### config.mk
export PLATFORM = sky130hd
export DESIGN_NAME = ni_response_order_ctrl
export DESIGN_NICKNAME = d
export VERILOG_FILES = /design/src/rtl/ni_response_order_ctrl.sv
export SDC_FILE = /design/constraint.sdc
export NUM_CORES = 1
export LEC_CHECK = 0
export CORE_MARGIN = 10
export CORE_UTILIZATION = 55
export CTS_CLUSTER_SIZE = 14
export DETAILED_ROUTE_END_ITERATION = 10
export PLACE_DENSITY = 0.89
export SLEW_MARGIN = 10
export SYNTH_ARGS = -nofsm -noshare
export SYNTH_HDL_FRONTEND = slang
export SYNTH_SLANG_ARGS = --single-unit
### constraint.sdc
create_clock -name clk -period 4 [get_ports clk]
set_input_delay 0.8 -clock clk [delete_from_list [all_inputs] [get_ports clk]]
set_output_delay 0.8 -clock clk [all_outputs]
set_load 0.05 [all_outputs]
### src/rtl/ni_response_order_ctrl.sv
// In-order outstanding-transaction tracker: queues {target, is_read} per request and gates responses against the head.
// rsp_accept is combinational in WAIT; errors pulse one cycle later; req_ready follows the registered full flag.
module ni_response_order_ctrl #(
    parameter int DEPTH   = 4,
    parameter int SRCW    = 5,
    parameter int TIMEOUT = 255
) (
    input  logic                         clk,
    input  logic                         rst,
    input  logic                         req_valid,
    input  logic                         req_is_read,
    input  logic [SRCW-1:0]              req_target,
    output logic                         req_ready,
    input  logic                         rsp_valid,
    input  logic [SRCW-1:0]              rsp_source,
    input  logic                         rsp_done,
    output logic                         rsp_accept,
    output logic                         head_is_read,
    output logic [$clog2(DEPTH+1)-1:0]   outstanding,
    output logic                         full,
    output logic                         empty,
    output logic                         mismatch_err,
    output logic                         timeout_err
);
    localparam int PW = $clog2(DEPTH);
    localparam int CW = $clog2(DEPTH + 1);
    localparam logic [CW-1:0] FULL_CNT = CW'(DEPTH);
    localparam logic [15:0]   TO_LAST  = 16'(TIMEOUT - 1);

    localparam logic [1:0] S_IDLE = 2'd0;
    localparam logic [1:0] S_WAIT = 2'd1;
    localparam logic [1:0] S_RECV = 2'd2;

    logic [SRCW-1:0]  r_tgt [DEPTH];
    logic [DEPTH-1:0] r_rd;
    logic [PW-1:0]    r_wptr;
    logic [PW-1:0]    r_rptr;
    logic [CW-1:0]    r_cnt;
    logic [1:0]       r_state;
    logic [15:0]      r_timer;
    logic             r_mis;
    logic             r_to;

    logic             w_push;
    logic             w_pop;
    logic             w_match;
    logic             w_timeout;
    logic [CW-1:0]    w_cnt_nxt;
    logic [1:0]       w_state_nxt;
    logic [15:0]      w_timer_nxt;

    assign full         = (r_cnt == FULL_CNT);
    assign empty        = (r_cnt == '0);
    assign req_ready    = !full;
    assign outstanding  = r_cnt;
    assign head_is_read = !empty && r_rd[r_rptr];
    assign mismatch_err = r_mis;
    assign timeout_err  = r_to;

    assign w_match    = rsp_valid && (rsp_source == r_tgt[r_rptr]);
    assign rsp_accept = (r_state == S_WAIT) && w_match;
    assign w_timeout  = (r_state == S_WAIT) && !rsp_accept && (r_timer == TO_LAST);
    assign w_push     = req_valid && !full;
    assign w_pop      = ((r_state == S_WAIT) && ((rsp_accept && rsp_done) || w_timeout))
                     || ((r_state == S_RECV) && rsp_done);
    assign w_cnt_nxt  = r_cnt + CW'(w_push) - CW'(w_pop);

    // Timer defaults to zero so every new head, and every accept, restarts it.
    always_comb begin
        w_state_nxt = r_state;
        w_timer_nxt = '0;
        case (r_state)
            S_IDLE: begin
                if (w_push) w_state_nxt = S_WAIT;
            end
            S_WAIT: begin
                if (w_pop)           w_state_nxt = (w_cnt_nxt != '0) ? S_WAIT : S_IDLE;
                else if (rsp_accept) w_state_nxt = S_RECV;
                else                 w_timer_nxt = r_timer + 16'd1;
            end
            S_RECV: begin
                if (w_pop) w_state_nxt = (w_cnt_nxt != '0) ? S_WAIT : S_IDLE;
                else       w_timer_nxt = r_timer;
            end
            default: w_state_nxt = S_IDLE;
        endcase
    end

    always_ff @(posedge clk or negedge rst) begin
        if (!rst) begin
            for (int i = 0; i < DEPTH; i++) r_tgt[i] <= '0;
            r_rd    <= '0;
            r_wptr  <= '0;
            r_rptr  <= '0;
            r_cnt   <= '0;
            r_state <= S_IDLE;
            r_timer <= '0;
            r_mis   <= 1'b0;
            r_to    <= 1'b0;
        end else begin
            if (w_push) begin
                r_tgt[r_wptr] <= req_target;
                r_rd[r_wptr]  <= req_is_read;
                r_wptr        <= r_wptr + 1'b1;
            end
            if (w_pop) r_rptr <= r_rptr + 1'b1;
            r_cnt   <= w_cnt_nxt;
            r_state <= w_state_nxt;
            r_timer <= w_timer_nxt;
            r_mis   <= (r_state == S_WAIT) && rsp_valid && !w_match;
            r_to    <= w_timeout;
        end
    end
endmodule

== Word level (Yosys, flattened, before mapping) ==
Cells that the tools add are included.

* Shift-type cells: 0
* Bitwise gates (word level): 2
* $mul: 0
* Eq/ne operators: 8
* Reductions and logical operators: 23
* Divide/modulo/power cells: 0
* $lt $le $gt $ge: 6
* Multiplexer cells: 21
* Add/subtract/negate cells: 5

{| class="wikitable"
|+ Operator list
! cell !! count
|-
| 2-to-1 mux 16 bit || 3
|-
| one-hot mux 16 bit (2 select lines) || 1
|-
| bitwise mux 20 bit || 1
|-
| adder 16 x 1 -> 16 bit, second input constant || 1
|-
| == test 16 x 8 -> 1 bit, second input constant || 1
|-
| 2-to-1 mux 5 bit || 3
|-
| logical AND 1 bit || 13
|-
| binary-select mux 5 bit (select 2 bit) || 1
|-
| demux 5 bit (select 2 bit) || 1
|-
| 2-to-1 mux 2 bit || 4
|-
| greater-or-equal comparator 3 bit, second input constant || 2
|-
| < comparator 2 x 3 -> 1 bit, second input constant || 2
|-
| NOT 2 -> 3 bit || 2
|-
| one-hot mux 2 bit (3 select lines) || 1
|-
| == test 5 bit || 1
|-
| adder 2 x 1 -> 2 bit, second input constant || 2
|-
| bitwise mux 4 bit || 1
|-
| logical NOT 1 bit || 4
|-
| inequality test 2 bit, second input constant || 2
|-
| adder 3 x 1 -> 3 bit || 1
|-
| == test 3 bit, second input constant || 1
|-
| logical NOT 3 bit || 1
|-
| < comparator 3 x 1 -> 1 bit, second input constant || 1
|-
| 2-to-1 mux 1 bit || 3
|-
| 11 further kinds || 12
|}

* Bits in latches: 0
* Word-level logic and storage cells: 77
* Memories: 0
* Input port bits: 16
* Bits in read-only memories: 0
* Output and inout bits: 10
* Bits in writable memories: 0
* Register bits after elaboration: 51

== Longest topological paths before layout ==
* Depth in word-level cells: 18
* Depth in mapped cells: 16
* Gate-level depth less buffers: 16

== Worst setup path before layout ==
No wires, ideal clock.

* Path kind: register to register
* From: register r_rptr[0]
* To: register r_state[0]
* Slack: 0.323 ns
* Path buffers: 2
* Period minus slack after synthesis: 3.677 ns
* Stages on the path, launching flop included: 17
* Data arrival time: 3.544 ns
* Library setup time: 0.133 ns
* Required time: 3.867 ns
* Path through: dfrtp_1 -> buf_6 -> mux4_2 -> xnor2_1 -> and4_1 -> buf_6 -> a32o_1 -> or2_1 -> ha_1 -> inv_1 -> ha_1 -> fa_1 -> xnor2_1 -> xnor2_1 -> or3_1 -> a31oi_1 -> o211ai_1

* Longest elaborated chain between the ends: 18
* Elaborated cells on any way between the ends: 23
* Those cells by class: add/sub (1); eq/ne (3); mux (7); bitwise (1); reduce/logical (11)

{| class="wikitable"
|+ Ends and longest elaborated chain
! element !! RTL line !! source
|-
| start: declaration || 37 || <nowiki>logic [PW-1:0] r_rptr;</nowiki>
|-
| start signal: assignment || 106 || <nowiki>if (w_pop) r_rptr <= r_rptr + 1'b1;</nowiki>
|-
| NOT 2 -> 3 bit (implied by the code) (*) || 60 || <nowiki>assign w_match = rsp_valid && (rsp_source == r_tgt[r_rptr]);</nowiki>
|-
| binary-select mux 5 bit (select 2 bit) (*) || 60 ||
|-
| 2-to-1 mux 5 bit (implied by the code) (*) (2 in series) || 60 ||
|-
| == test 5 bit (*) || 60 ||
|-
| logical AND 1 bit (*) || 60 ||
|-
| logical AND 1 bit (*) || 61 || <nowiki>assign rsp_accept = (r_state == S_WAIT) && w_match;</nowiki>
|-
| logical NOT 1 bit || 62 || <nowiki>assign w_timeout = (r_state == S_WAIT) && !rsp_accept && (r_timer == TO_LAST);</nowiki>
|-
| logical AND 1 bit (2 in series) || 62 ||
|-
| [2 not listed] || n/a ||
|-
| logical OR 1 bit (*) || 65 || <nowiki>|| ((r_state == S_RECV) && rsp_done);</nowiki>
|-
| net w_pop || 45 || <nowiki>logic w_pop;</nowiki>
|-
| subtractor 3 x 1 -> 3 bit (*) || 66 || <nowiki>assign w_cnt_nxt = r_cnt + CW'(w_push) - CW'(w_pop);</nowiki>
|-
| net w_cnt_nxt[2] || 48 || <nowiki>logic [CW-1:0] w_cnt_nxt;</nowiki>
|-
| nonzero test 3 bit (*) || 77, 82 ||
|-
| 2-to-1 mux 1 bit (*) || 77, 82 ||
|-
| 2-to-1 mux 2 bit (on tied branches) || 82, 77 ||
|-
| one-hot mux 2 bit (3 select lines) (*) || 72 || <nowiki>case (r_state)</nowiki>
|-
| end signal: assignment || 108 || <nowiki>r_state <= w_state_nxt;</nowiki>
|-
| end: declaration || 39 || <nowiki>logic [1:0] r_state;</nowiki>
|}

Mark *: on every way through the listed nets, which the timed path passes. The rest lies on a longest branch. The select of a mux whose other input is x is not followed.
A chain may end at the register's enable or synchronous reset.

== Worst setup path in the final report ==
Ends and elaborated chain as after synthesis.

==> impl_metrics.json <==
{
  "status": "finished, final reports clean",
  "dp.cells": 303,
  "finClkSkew_ns": 0.00762,
  "finalHoldViolations": 0,
  "final_common_cell": "dfrtp_1",
  "die_area_um2": 7990,
  "yosys.cell_types.count": 41,
  "cts_tree": "done",
  "cp_max_fo": 7,
  "startpoint_type": "flop",
  "worstSetupPathType": "flop to flop",
  "cts_buffer_depth": 2,
  "synth_area_leaders": "dfrtp_1 (48%), mux2_2 (10%), ha_1 (3.8%)",
  "antenna_left": 0,
  "ys.flop_type": "dfrtp_1",
  "reg2reg_slack_ns": 0.18,
  "wl_um": 5280,
  "num_rows": 25,
  "final-seq-area_um2": 1280,
  "track_usage_pct": 14.4,
  "fin_nets": 284,
  "arrival_ns": 4.00,
  "clk_pin_slew_ns": 0.09,
  "hold_ws_ns": 0.491,
  "die_height_um": 89.4,
  "synth_area_um2": 2650,
  "worstMarginPinSlew_ns": 0.581,
  "io_pins": 26,
  "fmax_ghz": 0.262,
  "mostFrequentLayoutCells": "dfrtp_1 (50), mux2_2 (24), clkdlybuf4s50_1 (23), nand2_1 (21)",
  "io_buffers": 25,
  "async_reset_ff_share_pct": 100,
  "start_util_pct": 56.5,
  "yosys.area.top_type": "dfrtp_1",
  "worstSkewPairLatency_ns": 0.30,
  "antenna_found_initial": 0,
  "synth_nets": 254,
  "yosysSeqAreaShare_pct": 48.2,
  "first_iter_violations": 91,
  "p_leak_nw": 1.36,
  "synth_area_per_cell_um2": 11.6,
  "globalplace.congestion": 0.837,
  "crit_path_end_kind": "flop",
  "r2r-start": "r_rptr[0]",
  "slew_violations": 0,
  "crit_required_ns": 4.17,
  "vias": 1831,
  "drive_gt1_share_pct": 20.8,
  "first_global_vias": 1923,
  "antenna_cells_inserted": 0,
  "rsz0062_at_grt": "false",
  "p_total_mw": 2.22,
  "die_w_um": 89.4,
  "setup_viol": 0,
  "post-dp-hpwl_um": 3840,
  "cts_hold_buf": 0,
  "numCtsBuffers": 5,
  "yosysWarnings": 0,
  "cap_viol_max_count": 0,
  "synthToLayoutAreaGrowth_pct": 15.4,
  "grt_max_degree": 52,
  "relSlewSlack_pct": 61.3,
  "synth_top_area_share_pct": 48.2,
  "final_cells": 314,
  "fillers": 349,
  "coreArea_um2": 4690,
  "drc_errors": 0,
  "power_density_nw_per_um2": 726,
  "grt_overflow_total": 0,
  "syn_inst": 229,
  "first_pass_iters": 4,
  "hold_path.class": "input port to async pin",
  "grt_first_pass_wirelength_um": 8890,
  "post-route-period-util_pct": 95.6,
  "cts-root-buf": "clkbuf_8",
  "cts.sinks": 51,
  "irDropWorstVdd_v": 0.000459,
  "r2r-end": "r_state[0]",
  "min_period_ns": 3.82,
  "h-tree-depth": 2,
  "r2r.worst_path.cells": 14,
  "wl_per_cell_um": 16.8,
  "synth_seq_cells": 51,
  "multi_input_area_um2": 1290,
  "via_per_inst": 5.83,
  "synth-edff-count": 0
}
==> flip-flops by register name (all words and copies together), names as in the netlist <==
register	count
mismatch_err	1
r_timer	16
timeout_err	1
r_wptr	2
r_rptr	2
r_rd	4
r_tgt	20
r_state	2
outstanding	3
==> power by group <==
part,internal [mW],switching (mW)
Clock,0.120,0.167
Sequential,0.720,0.173
Combinational,0.510,0.528
==> worst max-delay path by stage <==
stage | startpoint | to | slack [ns] | depth (start not counted)
after floorplan | r_rptr[0] | r_state[0] | 0.32 | 16
after global placement | rsp_source[3] | r_state[0] | 0.09 | 14
after detailed placement | rsp_source[2] | r_state[0] | -0.006 | 14
after CTS | r_rptr[0] | r_state[0] | 0.09 | 14
after global routing | r_rptr[0] | r_state[0] | 0.001 | 14
final | r_rptr[0] | r_state[0] | 0.18 | 14
==> repair_timing <==
action                     4_1_cts  5_1_grt
resized for setup                1        4
setup endpoints to repair        1        1
buffers inserted                 0        2
==> kinds of logic (layout without fill, tap and decap cells) <==
kind of cell | count (synthesis) | in the layout | synth area share [%]
and+or+nand+nor | 68 | 68 | 13.3
DFF | 51 | 51 | 48.2
AOI/OAI and AO/OA | 40 | 40 | 9.97
muxes | 32 | 32 | 16.5
buffers and inverters | 18 | 49 | 3.87
xor gates and xnor gates | 11 | 11 | 3.64
adders and majority gates | 9 | 9 | 4.53
==> area by class of cell <==
| type | count | share of cell area (%) |
|---|---|---|
| sequential | 51 | 41.8 |
| multi-input combinational | 160 | 42.2 |
| inverter | 10 | 1.23 |
| clock buffer | 5 | 2.25 |
| tap | 54 | 2.21 |
| timing repair buffer | 31 | 9.83 |
| clock inverter | 3 | 0.491 |
==> through the flow <==
stage	utilization (%)	TNS, ns	instance area, µm²	worst slack, ns
2_1_floorplan	-	0	2650	0.323
3_3_place_gp	62.2	0	2920	0.0918
3_5_place_dp	62.2	-0.00551	2920	-0.00551
4_1_cts	64.0	0	3000	0.0898
5_1_grt	65.1	0	3060	0.00147
6_report	65.1	0	3060	0.177
==> critical path: stages (launching register included) <==
cell      delay (ns)
dfrtp_2         0.50
mux4_2          0.57
xnor2_1         0.15
and4_2          0.26
a32o_1          0.23
or2_1           0.25
ha_1            0.28
inv_1           0.04
ha_1            0.18
fa_2            0.36
xnor2_2         0.15
xnor2_1         0.13
or3_1           0.33
a31oi_1         0.17
o211ai_1        0.10
==> synth_stat cells, drive strengths merged (3+ instances only) <==
| cell type | number |
|---|---|
| dfrtp | 51 |
| mux2 | 24 |
| nand2 | 21 |
| a21oi | 12 |
| a31oi | 10 |
| inv | 10 |
| o21ai | 9 |
| ha | 8 |
| nand3 | 8 |
| nor2 | 8 |
| xnor2 | 7 |
| mux4 | 6 |
| and3 | 4 |
| buf | 4 |
| clkbuf | 4 |
| nand2b | 4 |
| nor2b | 4 |
| nor3 | 4 |
| xor2 | 4 |
| a21o | 3 |
| and2 | 3 |
| nor4 | 3 |
==> layer usage <==
layer  vias to the layer above  wire, µm  track usage, %
li1                        878         -               -
met1                       917      2260            16.0
met2                        30      2810            26.1
met3                         6       143            3.74
met4                         0        68            4.34
met5                         -         0               0
Note: power is estimated with default switching activity, not from simulation.
